[src/rtl/core_pkg.sv]
// Shared core definitions: machine word size and memory-response ownership tags.
package core_pkg;

  localparam int unsigned XLEN = 32;
  localparam int unsigned BE_W = XLEN / 8;

  // Identifies which requester owns the response returning this cycle
  typedef enum logic [1:0] {
    OWN_NONE  = 2'd0,
    OWN_IF    = 2'd1,
    OWN_DM_LD = 2'd2,
    OWN_DM_ST = 2'd3
  } resp_owner_e;

endpackage

[src/rtl/mem_arb_starve_ctr.sv]
// Saturating count of consecutive cycles a fetch request has been denied.
module mem_arb_starve_ctr #(
  parameter int unsigned LIMIT = 4
) (
  input  logic clk,
  input  logic rst,
  input  logic clr,
  input  logic inc,
  output logic at_limit
);

  localparam logic [3:0] LIMIT_C = 4'(LIMIT);

  logic [3:0] cnt_d;
  logic [3:0] cnt_q;

  // Clear dominates; otherwise count up and hold at the limit
  always_comb begin
    cnt_d = cnt_q;
    if (clr) begin
      cnt_d = '0;
    end else if (inc && (cnt_q != LIMIT_C)) begin
      cnt_d = cnt_q + 4'd1;
    end
  end

  // Counter register
  always_ff @(posedge clk) begin
    if (rst) begin
      cnt_q <= '0;
    end else begin
      cnt_q <= cnt_d;
    end
  end

  assign at_limit = (cnt_q == LIMIT_C);

endmodule

[src/rtl/mem_port_arbiter.sv]
// Shares one single-ported memory between instruction fetch and the data port.
// Data wins conflicts unless fetch has been starved for STARVE_LIMIT cycles.
module mem_port_arbiter
  import core_pkg::*;
#(
  parameter int unsigned STARVE_LIMIT = 4,
  parameter int unsigned ADDR_W       = 32,
  parameter int unsigned DATA_W       = 32
) (
  input  logic                  clk,
  input  logic                  rst,
  input  logic                  if_req,
  input  logic [ADDR_W-1:0]     if_addr,
  output logic                  if_gnt,
  output logic                  if_rvalid,
  output logic [DATA_W-1:0]     if_rdata,
  input  logic                  dm_req,
  input  logic                  dm_we,
  input  logic [DATA_W/8-1:0]   dm_be,
  input  logic [ADDR_W-1:0]     dm_addr,
  input  logic [DATA_W-1:0]     dm_wdata,
  output logic                  dm_gnt,
  output logic                  dm_rvalid,
  output logic [DATA_W-1:0]     dm_rdata,
  output logic                  mem_en,
  output logic                  mem_we,
  output logic [DATA_W/8-1:0]   mem_be,
  output logic [ADDR_W-1:0]     mem_addr,
  output logic [DATA_W-1:0]     mem_wdata,
  input  logic [DATA_W-1:0]     mem_rdata
);

  resp_owner_e owner_d;
  resp_owner_e owner_q;
  logic        at_limit;

  mem_arb_starve_ctr #(
    .LIMIT (STARVE_LIMIT)
  ) u_starve_ctr (
    .clk      (clk),
    .rst      (rst),
    .clr      (if_gnt | ~if_req),
    .inc      (if_req & ~if_gnt),
    .at_limit (at_limit)
  );

  // Grant selection: data priority, fetch forced through once starved
  always_comb begin
    if_gnt = 1'b0;
    dm_gnt = 1'b0;
    if (!rst) begin
      if (dm_req && !(if_req && at_limit)) begin
        dm_gnt = 1'b1;
      end else if (if_req) begin
        if_gnt = 1'b1;
      end
    end
  end

  // Memory command mux driven from the granted port
  always_comb begin
    mem_en    = if_gnt | dm_gnt;
    mem_we    = dm_gnt & dm_we;
    mem_be    = '0;
    mem_addr  = '0;
    mem_wdata = '0;
    if (dm_gnt) begin
      mem_be    = dm_be;
      mem_addr  = dm_addr;
      mem_wdata = dm_wdata;
    end else if (if_gnt) begin
      mem_be    = '1;
      mem_addr  = if_addr;
    end
  end

  // Tag the owner of next cycle's response from this cycle's grant
  always_comb begin
    owner_d = OWN_NONE;
    if (dm_gnt) begin
      owner_d = dm_we ? OWN_DM_ST : OWN_DM_LD;
    end else if (if_gnt) begin
      owner_d = OWN_IF;
    end
  end

  // Owner register; reset drops any in-flight response
  always_ff @(posedge clk) begin
    if (rst) begin
      owner_q <= OWN_NONE;
    end else begin
      owner_q <= owner_d;
    end
  end

  // Route returning read data to its owner, zero elsewhere
  always_comb begin
    if_rvalid = (owner_q == OWN_IF);
    dm_rvalid = (owner_q == OWN_DM_LD) || (owner_q == OWN_DM_ST);
    if_rdata  = (owner_q == OWN_IF)    ? mem_rdata : '0;
    dm_rdata  = (owner_q == OWN_DM_LD) ? mem_rdata : '0;
  end

endmodule

[config.mk]
export PLATFORM = sky130hd
export DESIGN_NAME = mem_port_arbiter
export DESIGN_NICKNAME = d
export VERILOG_FILES = /design/src/rtl/core_pkg.sv /design/src/rtl/mem_arb_starve_ctr.sv /design/src/rtl/mem_port_arbiter.sv
export SDC_FILE = /design/constraint.sdc
export NUM_CORES = 1
export LEC_CHECK = 0
export CAP_MARGIN = 15
export CORE_AREA = 2 2 105 107
export CTS_CLUSTER_SIZE = 25
export DETAILED_ROUTE_END_ITERATION = 8
export DIE_AREA = 0 0 107 109
export SLEW_MARGIN = 5
export SYNTH_ARGS = -nofsm -noshare
export SYNTH_HDL_FRONTEND = slang
export SYNTH_HIERARCHICAL = 1
export SYNTH_SLANG_ARGS = --single-unit
[constraint.sdc]
create_clock -name clk -period 3.22 [get_ports clk]
set_input_delay 0.644 -clock clk [delete_from_list [all_inputs] [get_ports clk]]
set_output_delay 0.644 -clock clk [all_outputs]
set_load 0.02 [all_outputs]
==> metrics <==
sw frac 0.356; vias in the first global route 2578; Area after DPL 4470 µm²; Int Power 485 µW; gr usage total 0.133; Clock Skew approximately 0.0056 ns; combinational power share 0.743; Inserted Clock Buffers 3; Post-synth EDFFs 0; Syn Inst Count roughly 240; net load switching power approximately 270 µW; Layout fillers approximately 1100; Area growth syn-to-layout 187%; RR Endpoint u_starve_ctr/cnt_q[3]; initial antenna violation count 0; clock share of power 0.153; TritonCTS clock tree built; Root Driver clkbuf_8; Seq pwr share 0.104; drt initial violations roughly 110; num rows 38; Pwr Total 752 µW; final worst slack 0.154 ns; critical path arrival 2.42 ns; multi-input logic area 1280 µm²; number of remaining DRC errors 0; largest net degree at the start of global routing 35; final worst path period need 3.07 ns; Final Hold Viols 0; Synth area leaders and2_1 38%, a32oi_1 18%, nor2_1 9.0%; DR vias 2688; ys flop type dfxtp_1; most instantiated library cell after synthesis and2_1; Die Height 109 µm; Initial Util 0.149; Antenna diodes 0; CP max stage cell clkdlybuf4s50_1; Hold Path Depth 1; nets 642; Hold Crit Endpoint u_starve_ctr/cnt_q[3]; critical path required time 2.58 ns; worst flop-to-flop path startpoint u_starve_ctr/cnt_q[0]; placed insts 638; Via density 4.19; CTS H-Tree Depth 1; final instance area around 4500 µm²; Max clock buf depth 2; Slew @ Worst Pin 0.396 ns; Setup WS pre-CTS 0.0351 ns; clk_lat worst skew 0.23 ns; Fin Setup TNS 0 ns; Final Instance Count excl. Fillers 641; CP peak stage delay 0.56 ns; Pre-antenna DRT Iters 4; Critical Path Sink Type output pin; PD cells ~170 nW/µm²; Final Slew Violations 0; most frequent cells after synthesis 97 x and2_1, 38 x nor2_1, 32 x a32oi_1, 10 x clkbuf_1, 9 x buf_2; Mean Syn Cell Area 6.60 µm²; share of cells above drive strength 1 0.0479; WL per Instance 13.4 µm; grt ovf 0; CP Class reg -> out; total clock sinks 6; HPWL after DPL between 7000 and 8000 µm; Hold Path Origin u_starve_ctr/cnt_q[3]; CP Max Fanout 10; Yosys reg bits 6; leading area contributor after synthesis and2_1; global-route wire length before repair 12700 µm; worst r2r path cells 9; syn_nets 378; clock-pin slew of the registers on the worst-case setup and hold paths 0.04 ns; GPL Wtd Cong approximately 0.78; PortBufs ~270; P_leak around 1.8 nW; FF/Latch Area between 100 and 150 µm²; worst vdd ir 0.0787 mV; crit-path cells inv_1 > ha_1 > nand3b_1 > inv_4 > nand2b_2 > buf_4 > a32oi_1 > nor2_1 > clkdlybuf4s50_1; slack of the worst reg-to-reg path 1.30 ns; Ys Warns 6; Synth cell types 28; HP Class reg -> reg; outcome finished clean; Final ANT Viol Nets 0; Routed WL 8570 µm; Async S/R FF share, synth 0; IO Count 275; Setup crit start kind flip-flop; setup bufs post-CTS 0; die width 107 µm; core area around 11000 µm²; Yosys top cell area share 0.385; Max Cap Viol 0; setup repair after global routing missed its margin false; final worst path period share 0.952; fmax 0.326 GHz; post-synthesis sequential area ratio 0.0761; Slew HR 0.736; Setup-failing EPs final 0; Die ar. ~12000 µm²; Cell Area, Synth 1580 µm²
==> critical path: cells and delay by family (launching register included) <==
family                     cells  cell delay (ns)
buffers and inverters          4             0.93
DFF                            1             0.39
AOI/OAI and AO/OA              1             0.20
and+or+nand+nor                3             0.46
adders and majority gates      1             0.21
==> how the worst max path moves through the flow <==
stage / startpoint / to / slack, ns / cells after the start
floorplan: u_starve_ctr/cnt_q[0] / mem_wdata[17] / 0.98 / 7
global placement: if_req / mem_be[0] / 0.04 / 4
detailed placement: if_req / mem_be[0] / 0.04 / 4
CTS: if_req / mem_be[0] / 0.008 / 4
global route: u_starve_ctr/cnt_q[0] / mem_addr[19] / 0.005 / 9
finish: u_starve_ctr/cnt_q[0] / mem_addr[21] / 0.15 / 9
==> power groups by stage <==
stage	clock network, mW	registers (mW)	logic, mW
final	0.115	0.0782	0.559
after global routing	0.125	0.0782	0.595
after CTS	0.120	0.0782	0.566
after detailed placement	0	0.0793	0.563
after global placement	0	0.0793	0.561
after floorplan	0	0.0789	0.222
==> routing by layer <==
| layer | vias to the layer above | GRT usage | share of wire |
|---|---|---|---|
| met4 | 0 | 0.0223 | 0.0060 |
| met3 | 6 | 0.0383 | 0.11 |
| met2 | 152 | 0.263 | 0.53 |
| li1 | 1340 | - | - |
| met1 | 1190 | 0.142 | 0.35 |
| met5 | - | 0 | 0 |
==> area by class of cell <==
type,instances,share of cell area
sequential,6,0.0265
timing repair buffer,286,0.639
clock buffer,3,0.00912
multi-input combinational,201,0.282
inverter,5,0.00470
tap,140,0.0387
==> through the flow <==
| step | hold slack, ns | util |
|---|---|---|
| detailed placement | 0.514 | 0.421 |
| floorplan | 0.484 | - |
| global placement | 0.507 | 0.421 |
| global route | 0.538 | 0.427 |
| finish | 0.518 | 0.427 |
| CTS | 0.522 | 0.425 |
==> sequential cells by signal, summed over array words and instances, names as in the netlist <==
signal,cells
u_starve_ctr/cnt_q,4
owner_q,2
==> cell usage in the layout, fill, tap and decap left out, drive strengths merged, types with 2 or more instances in the layout <==
cell             n
clkdlybuf4s50  266
and2            97
nor2            38
a32oi           32
buf             13
dlymetal6s2s     7
nand2            6
a21oi            6
dfxtp            6
inv              5
clkbuf           3
nand3            3
o21ai            3
a21boi           3
nor2b            2
ha               2
a211oi           2
==> kinds of logic (layout without fill, tap and decap cells) <==
kind of cell,count (synthesis),count (layout),share of synthesized area
compound gates,48,48,0.251
fa+ha+maj,2,2,0.0159
buf+inv,32,294,0.117
flops,6,6,0.0761
simple gates,151,151,0.541
==> repair_timing <==
item | in CTS | in global routing
gates resized for setup | 0 | 9
endpoints found under the setup margin | 0 | 65
hold buffers | 0 | 0
Power figures use the tool's default switching activity.
